<file path="src/rtl/router_fsm_ctrl_n.sv">
// router_fsm_ctrl_n: 1xN packet-router control FSM.
// Decodes the header address, sequences header/payload/parity writes into the
// addressed FIFO, stalls on FIFO full, and drops packets that carry an invalid
// address or that wait too long for their FIFO to drain.
//
// state              | meaning
// -------------------+--------------------------------------------------
// S_DECODE           | idle, sampling header address on pkt_valid
// S_LFD              | writing header byte into addressed FIFO
// S_LD               | writing payload bytes
// S_WAIT             | addressed FIFO not yet empty, holding the source
// S_LP               | writing parity byte
// S_CPE              | parity check, internal register reset
// S_FULL             | addressed FIFO full, holding the source
// S_LAF              | resuming after a full stall
// S_DROP             | discarding bytes of a rejected packet
module router_fsm_ctrl_n #(
  parameter int NUM_CH       = 3,
  parameter int ADDR_W       = 2,
  parameter int WAIT_TIMEOUT = 32
) (
  input  logic              clk,
  input  logic              rst,
  input  logic              pkt_valid,
  input  logic [ADDR_W-1:0] din,
  input  logic              fifo_full,
  input  logic [NUM_CH-1:0] fifo_empty,
  input  logic [NUM_CH-1:0] soft_rst,
  input  logic              parity_done,
  input  logic              low_pkt_valid,
  output logic              wr_en_req,
  output logic              detect_addr,
  output logic              ld_state,
  output logic              laf_state,
  output logic              lfd_state,
  output logic              full_state,
  output logic              rst_int_reg,
  output logic              busy,
  output logic [ADDR_W-1:0] dest,
  output logic              drop_pkt,
  output logic              timeout_err
);

  // Counter needs at least one bit even when the timeout is disabled.
  localparam int CNT_W = (WAIT_TIMEOUT > 0) ? $clog2(WAIT_TIMEOUT + 1) : 1;
  localparam logic [CNT_W-1:0]  CNT_MAX  = CNT_W'(WAIT_TIMEOUT);
  localparam logic [ADDR_W:0]   NUM_CH_V = (ADDR_W + 1)'(NUM_CH);

  typedef enum logic [3:0] {
    S_DECODE = 4'd0,
    S_LFD    = 4'd1,
    S_LD     = 4'd2,
    S_WAIT   = 4'd3,
    S_LP     = 4'd4,
    S_CPE    = 4'd5,
    S_FULL   = 4'd6,
    S_LAF    = 4'd7,
    S_DROP   = 4'd8
  } state_t;

  state_t           state;
  state_t           state_nxt;
  logic [CNT_W-1:0] wait_cnt;
  logic             empty_dest;
  logic             srst_dest;
  logic             empty_din;
  logic             din_ok;
  logic             wait_hit;
  logic             timeout_take;

  assign din_ok   = ({1'b0, din} < NUM_CH_V);
  assign wait_hit = (WAIT_TIMEOUT != 0) && (wait_cnt == CNT_MAX);

  // Per-channel flag select for the latched destination and the incoming header.
  always_comb begin
    empty_dest = 1'b0;
    srst_dest  = 1'b0;
    empty_din  = 1'b0;
    for (int i = 0; i < NUM_CH; i++) begin
      if (dest == ADDR_W'(i)) begin
        empty_dest = fifo_empty[i];
        srst_dest  = soft_rst[i];
      end
      if (din == ADDR_W'(i)) begin
        empty_din = fifo_empty[i];
      end
    end
  end

  // State register.
  always_ff @(posedge clk) begin
    if (rst) state <= S_DECODE;
    else     state <= state_nxt;
  end

  // Destination latch, captured only for a legal header address.
  always_ff @(posedge clk) begin
    if (rst)                                             dest <= '0;
    else if (state == S_DECODE && pkt_valid && din_ok)   dest <= din;
  end

  // Wait counter: held at zero outside S_WAIT, saturating count inside it.
  always_ff @(posedge clk) begin
    if (rst || state != S_WAIT) wait_cnt <= '0;
    else if (wait_cnt != CNT_MAX) wait_cnt <= wait_cnt + CNT_W'(1);
  end

  // Next-state logic; soft reset of the active channel beats normal sequencing.
  always_comb begin
    state_nxt    = state;
    timeout_take = 1'b0;
    if (state != S_DECODE && srst_dest) begin
      state_nxt = S_DECODE;
    end else begin
      unique case (state)
        S_DECODE: begin
          if (pkt_valid) begin
            if (!din_ok)        state_nxt = S_DROP;
            else if (empty_din) state_nxt = S_LFD;
            else                state_nxt = S_WAIT;
          end
        end
        S_LFD:  state_nxt = S_LD;
        S_LD: begin
          if (fifo_full)       state_nxt = S_FULL;
          else if (!pkt_valid) state_nxt = S_LP;
        end
        S_WAIT: begin
          if (empty_dest) begin
            state_nxt = S_LFD;
          end else if (wait_hit) begin
            state_nxt    = S_DROP;
            timeout_take = 1'b1;
          end
        end
        S_LP:   state_nxt = S_CPE;
        S_CPE:  state_nxt = fifo_full ? S_FULL : S_DECODE;
        S_FULL: if (!fifo_full) state_nxt = S_LAF;
        S_LAF: begin
          if (parity_done)        state_nxt = S_DECODE;
          else if (low_pkt_valid) state_nxt = S_LP;
          else                    state_nxt = S_LD;
        end
        S_DROP: if (!pkt_valid) state_nxt = S_DECODE;
        default: state_nxt = S_DECODE;
      endcase
    end
  end

  // Moore status decode; timeout_err flags the cycle that commits the drop.
  always_comb begin
    detect_addr = (state == S_DECODE);
    lfd_state   = (state == S_LFD);
    ld_state    = (state == S_LD);
    laf_state   = (state == S_LAF);
    full_state  = (state == S_FULL);
    rst_int_reg = (state == S_CPE);
    drop_pkt    = (state == S_DROP);
    wr_en_req   = (state == S_LD) || (state == S_LP) || (state == S_LAF);
    busy        = !((state == S_DECODE) || (state == S_LD) || (state == S_DROP));
    timeout_err = timeout_take && !rst;
  end

endmodule

</file>
<file path="config.mk">
export PLATFORM = sky130hd
export DESIGN_NAME = router_fsm_ctrl_n
export DESIGN_NICKNAME = d
export VERILOG_FILES = /design/src/rtl/router_fsm_ctrl_n.sv
export SDC_FILE = /design/constraint.sdc
export NUM_CORES = 1
export LEC_CHECK = 0
export CAP_MARGIN = 20
export CORE_MARGIN = 4
export CORE_UTILIZATION = 46
export DETAILED_ROUTE_END_ITERATION = 10
export PLACE_DENSITY = 0.89
export SLEW_MARGIN = 20
export SYNTH_ARGS = -nofsm -noshare
export SYNTH_HDL_FRONTEND = slang
export SYNTH_SLANG_ARGS = --single-unit
</file>
<file path="constraint.sdc">
create_clock -name clk -period 1.7 [get_ports clk]
set_input_delay 0.34 -clock clk [delete_from_list [all_inputs] [get_ports clk]]
set_output_delay 0.34 -clock clk [all_outputs]
set_load 0.01 [all_outputs]
</file>
==> results of run 1 <==
-- state kept, by name, summed over array words and instances, names as in the netlist --
register	cells
wait_cnt	6
state	4
dest	2
-- per-layer routing --
metal / wire, um / GRT usage, % / part of all wire, %
met1: 1392 / 23.09 / 36
met2: 1874 / 45.92 / 48
met3: 397 / 5.539 / 10
met4: 213 / 15.28 / 5.5
met5: 0 / 0 / 0
-- Yosys cell counts (all sizes together), types with 3 or more instances --
library cell  instances
dfxtp                12
inv                   7
xnor2                 4
buf                   5
nor4                  3
nand2b                3
nand3                 4
a21oi                 6
nor2                 17
o21ai                 5
mux2i                 3
nand2                 5
nor3                  8
a311oi                3
-- power groups by stage --
stage / Combinational (mW) / Clock, mW / Sequential (mW)
after floorplan: 0.690 / 0 / 0.410
after global placement: 1.18 / 0 / 0.408
after detailed placement: 1.22 / 0 / 0.415
after global routing: 1.60 / 0.203 / 0.443
final: 1.52 / 0.191 / 0.435
after CTS: 1.30 / 0.182 / 0.421
-- how the worst min path moves through the flow --
stage	from	end	slack (ps)	depth (start not counted)
2_1_floorplan	rst	dest[0]	420	1
3_3_place_gp	wait_cnt[0]	wait_cnt[0]	550	3
3_5_place_dp	wait_cnt[0]	wait_cnt[0]	590	3
4_1_cts	wait_cnt[0]	wait_cnt[0]	580	3
5_1_grt	wait_cnt[4]	wait_cnt[4]	670	3
6_report	wait_cnt[4]	wait_cnt[4]	660	3
-- cells by family after synthesis --
group                    after synthesis  synth area share, %
AO/OA/AOI/OAI                         25                20.73
buffers and inverters                 12                7.246
XOR/XNOR                               6                6.087
flip-flops                            12                27.83
adder cells (fa/ha/maj)                2                2.898
AND/OR/NAND/NOR                       47                30.44
multiplexers                           4                4.783
-- area by class of cell --
class,instances,area share (%)
clock buffer,3,1.529
inverter,7,1.784
multi-input combinational,84,44.35
sequential,12,16.91
tap,25,2.124
timing repair buffer,62,33.31
-- stage by stage --
step	setup slack, ps	hold WS, ps	util (%)	instance area (sq um)	setup TNS [ps]
3_5_place_dp	-644.9	588.2	75.13	1311	-1764
5_1_grt	-331.9	674.4	84.37	1473	-1342
4_1_cts	-240.8	584.7	78.64	1373	-241.5
3_3_place_gp	-515.3	545.5	75.13	1311	-1289
6_report	-294.5	656.3	84.37	1473	-1035
2_1_floorplan	6.431	419.3	-	863.3	0
-- tightest hold or removal path, stage by stage, from the launching register on --
cell and delay [ps]:
dfxtp_1 350, buf_4 140, xor2_1 70, nor2_1 70
-- timing repair --
item | in CTS | in global routing
pin swaps | 6 | 7
setup endpoints to repair | 15 | 14
buffers inserted | 5 | 5
gates resized for setup | 41 | 30
==> key figures, run 1 <==
Outcome
  – Outcome: complete, but fails checks
  – Failing checks: negative setup slack

Worst setup path
  – CP delay by family, top: simple AND/OR/NAND/NOR gates
  – Critical Path Source: wait_cnt[0]
  – WS Path Type: register to output pin
  – WP depth: 6
  – CP peak stage delay: 460 ps
  – Crit end category: output pin
  – WP data arrival: 1650 ps
  – Worst Path Max Fanout: 2
  – R2r worst-path depth: 9
  – Critical path destination: timeout_err
  – Crit start category: register
  – Critical path's slowest cell: or4_4
  – Bufs and invs on worst path: 2
  – Required @ worst endpoint: 1360 ps
  – Worst r2r src: wait_cnt[0]
  – R2R Setup Slk: -230 ps
  – RR Endpoint: state[2]
  – Worst path cell trace: inv_2 > ha_4 > nand2_2 > or4_4 > nor3_4 > buf_2

Hold path
  – Hold Path Class: register to register

Logic synthesis
  – Synth top area share: 27.83%
  – Yosys reg bits: 12
  – Synth Cell Area: 863.3 sq um
  – YS warnings: 0
  – Seq/Total Area, Yosys: 27.83%
  – Avg Cell Area, Syn: 7.994 sq um
  – Ys async rst share: 0%
  – EDFF count, synth: 0
  – Mapped Nets: 124
  – Ys flop type: dfxtp_1
  – Synth area leaders: dfxtp_1 28%, nor2_1 7.4%, nor3_1 4.6%
  – Post-Synthesis Cells: 108
  – Post-synth cell types: 38
  – Post-synth top area cell: dfxtp_1

Pwr
  – Leak Pwr: 0.6448 nW
  – Power, Total: 2.151 mW
  – Reg power frac: 20.2%
  – Worst ir drop on vdd: 1.068 mV
  – Internal power: 1.173 mW
  – Net Sw Frac: 45.49%
  – Clock power share: 8.9%
  – Net Sw Power: 978.6 uW
  – Cell Pwr Density: 1461 nW/um^2
  – Combinational fraction of design power: 70.9%

Floorplan
  – Rows: 15
  – Io pins: 26
  – Die area: 2634 sq um
  – Initial Utilization: 49.46%
  – Width of the die: 51.32 um
  – Die Ht: 51.32 um
  – Core ar.: 1745 sq um

Global routing
  – Initial antenna violation count: 0
  – First-pass GRT wire length: 4692 um
  – Grt total ovfl: 0
  – Vias in the first global route: 1069
  – GRT Total Usage: 24.22%
  – Largest net degree at the start of global routing: 9

Drt
  – DR WL/cell: 20.09 um
  – Wirelength, routed: 3877 um
  – Antenna viol nets, final: 0
  – Iteration-0 DRC Markers: 37
  – Drt pass-1 iters: 4
  – Vias: 1158
  – Avg Vias per Cell: 6.000
  – DRC viols: 0

Place
  – Routability-driven placement congestion ratio: 0.7682
  – Dpl hpwl: 1997 um
  – Port Buffers: 25
  – Placed Cells: 180

Layout
  – Fillers: 88
  – Commonest non-fill, non-tap cell in the layout: buf_4
  – Post-route non-filler standard cell count: 193
  – Most frequent cells in the layout: 34 x buf_4, 17 x nor2_1, 12 x clkdlybuf4s50_1
  – Layout Nets: 186
  – Area growth syn-to-layout: 70.58%
  – Register area: 249.0 sq um
  – Multi-input logic area: 653.1 sq um
  – ANT cells: 0
  – Share of cells above drive strength 1: 46.43%

Timing
  – Fin worst setup slack: -294.5 ps
  – Max-slew headroom: 71.01%
  – Final hold violations: 0
  – Tcrit/Tclk final: 117.3%
  – Worst Tran Pin Value: 431.3 ps
  – Clock Skew: 6.042 ps
  – Final Max Slew Viols: 0
  – RSZ-0062 raised after global routing: yes
  – Final setup viols: 6
  – Fmax: 501.4 MHz
  – Minimum clock period: 1995 ps

CTS
  – CTS sink cnt: 12
  – TritonCTS Buffers: 3
  – CTS H-tree depth: 1
  – Worst-path clk slew: 80 ps
  – Clk buf depth: 2
  – Root Buffer: clkbuf_4
  – Clock latency on the worst-skew pair: 290 ps
  – Hold buffer count at cts: 0
  – CTS tree: done

Job
  – Max-Cap Viols: 0
Power figures use the tool's default switching activity.
==> inputs of run 2 (changes only) <==
Settings changed: CAP_MARGIN 20 to default.
==> results of run 2 <==
Same layout as run 1: the final DEF is identical, and so are final timing and power.
==> inputs of run 3 (changes only) <==
Settings changed: CTS_CLUSTER_SIZE from default to 28.
==> results of run 3 <==
Same layout as run 1: the final DEF is identical, and so are final timing and power.
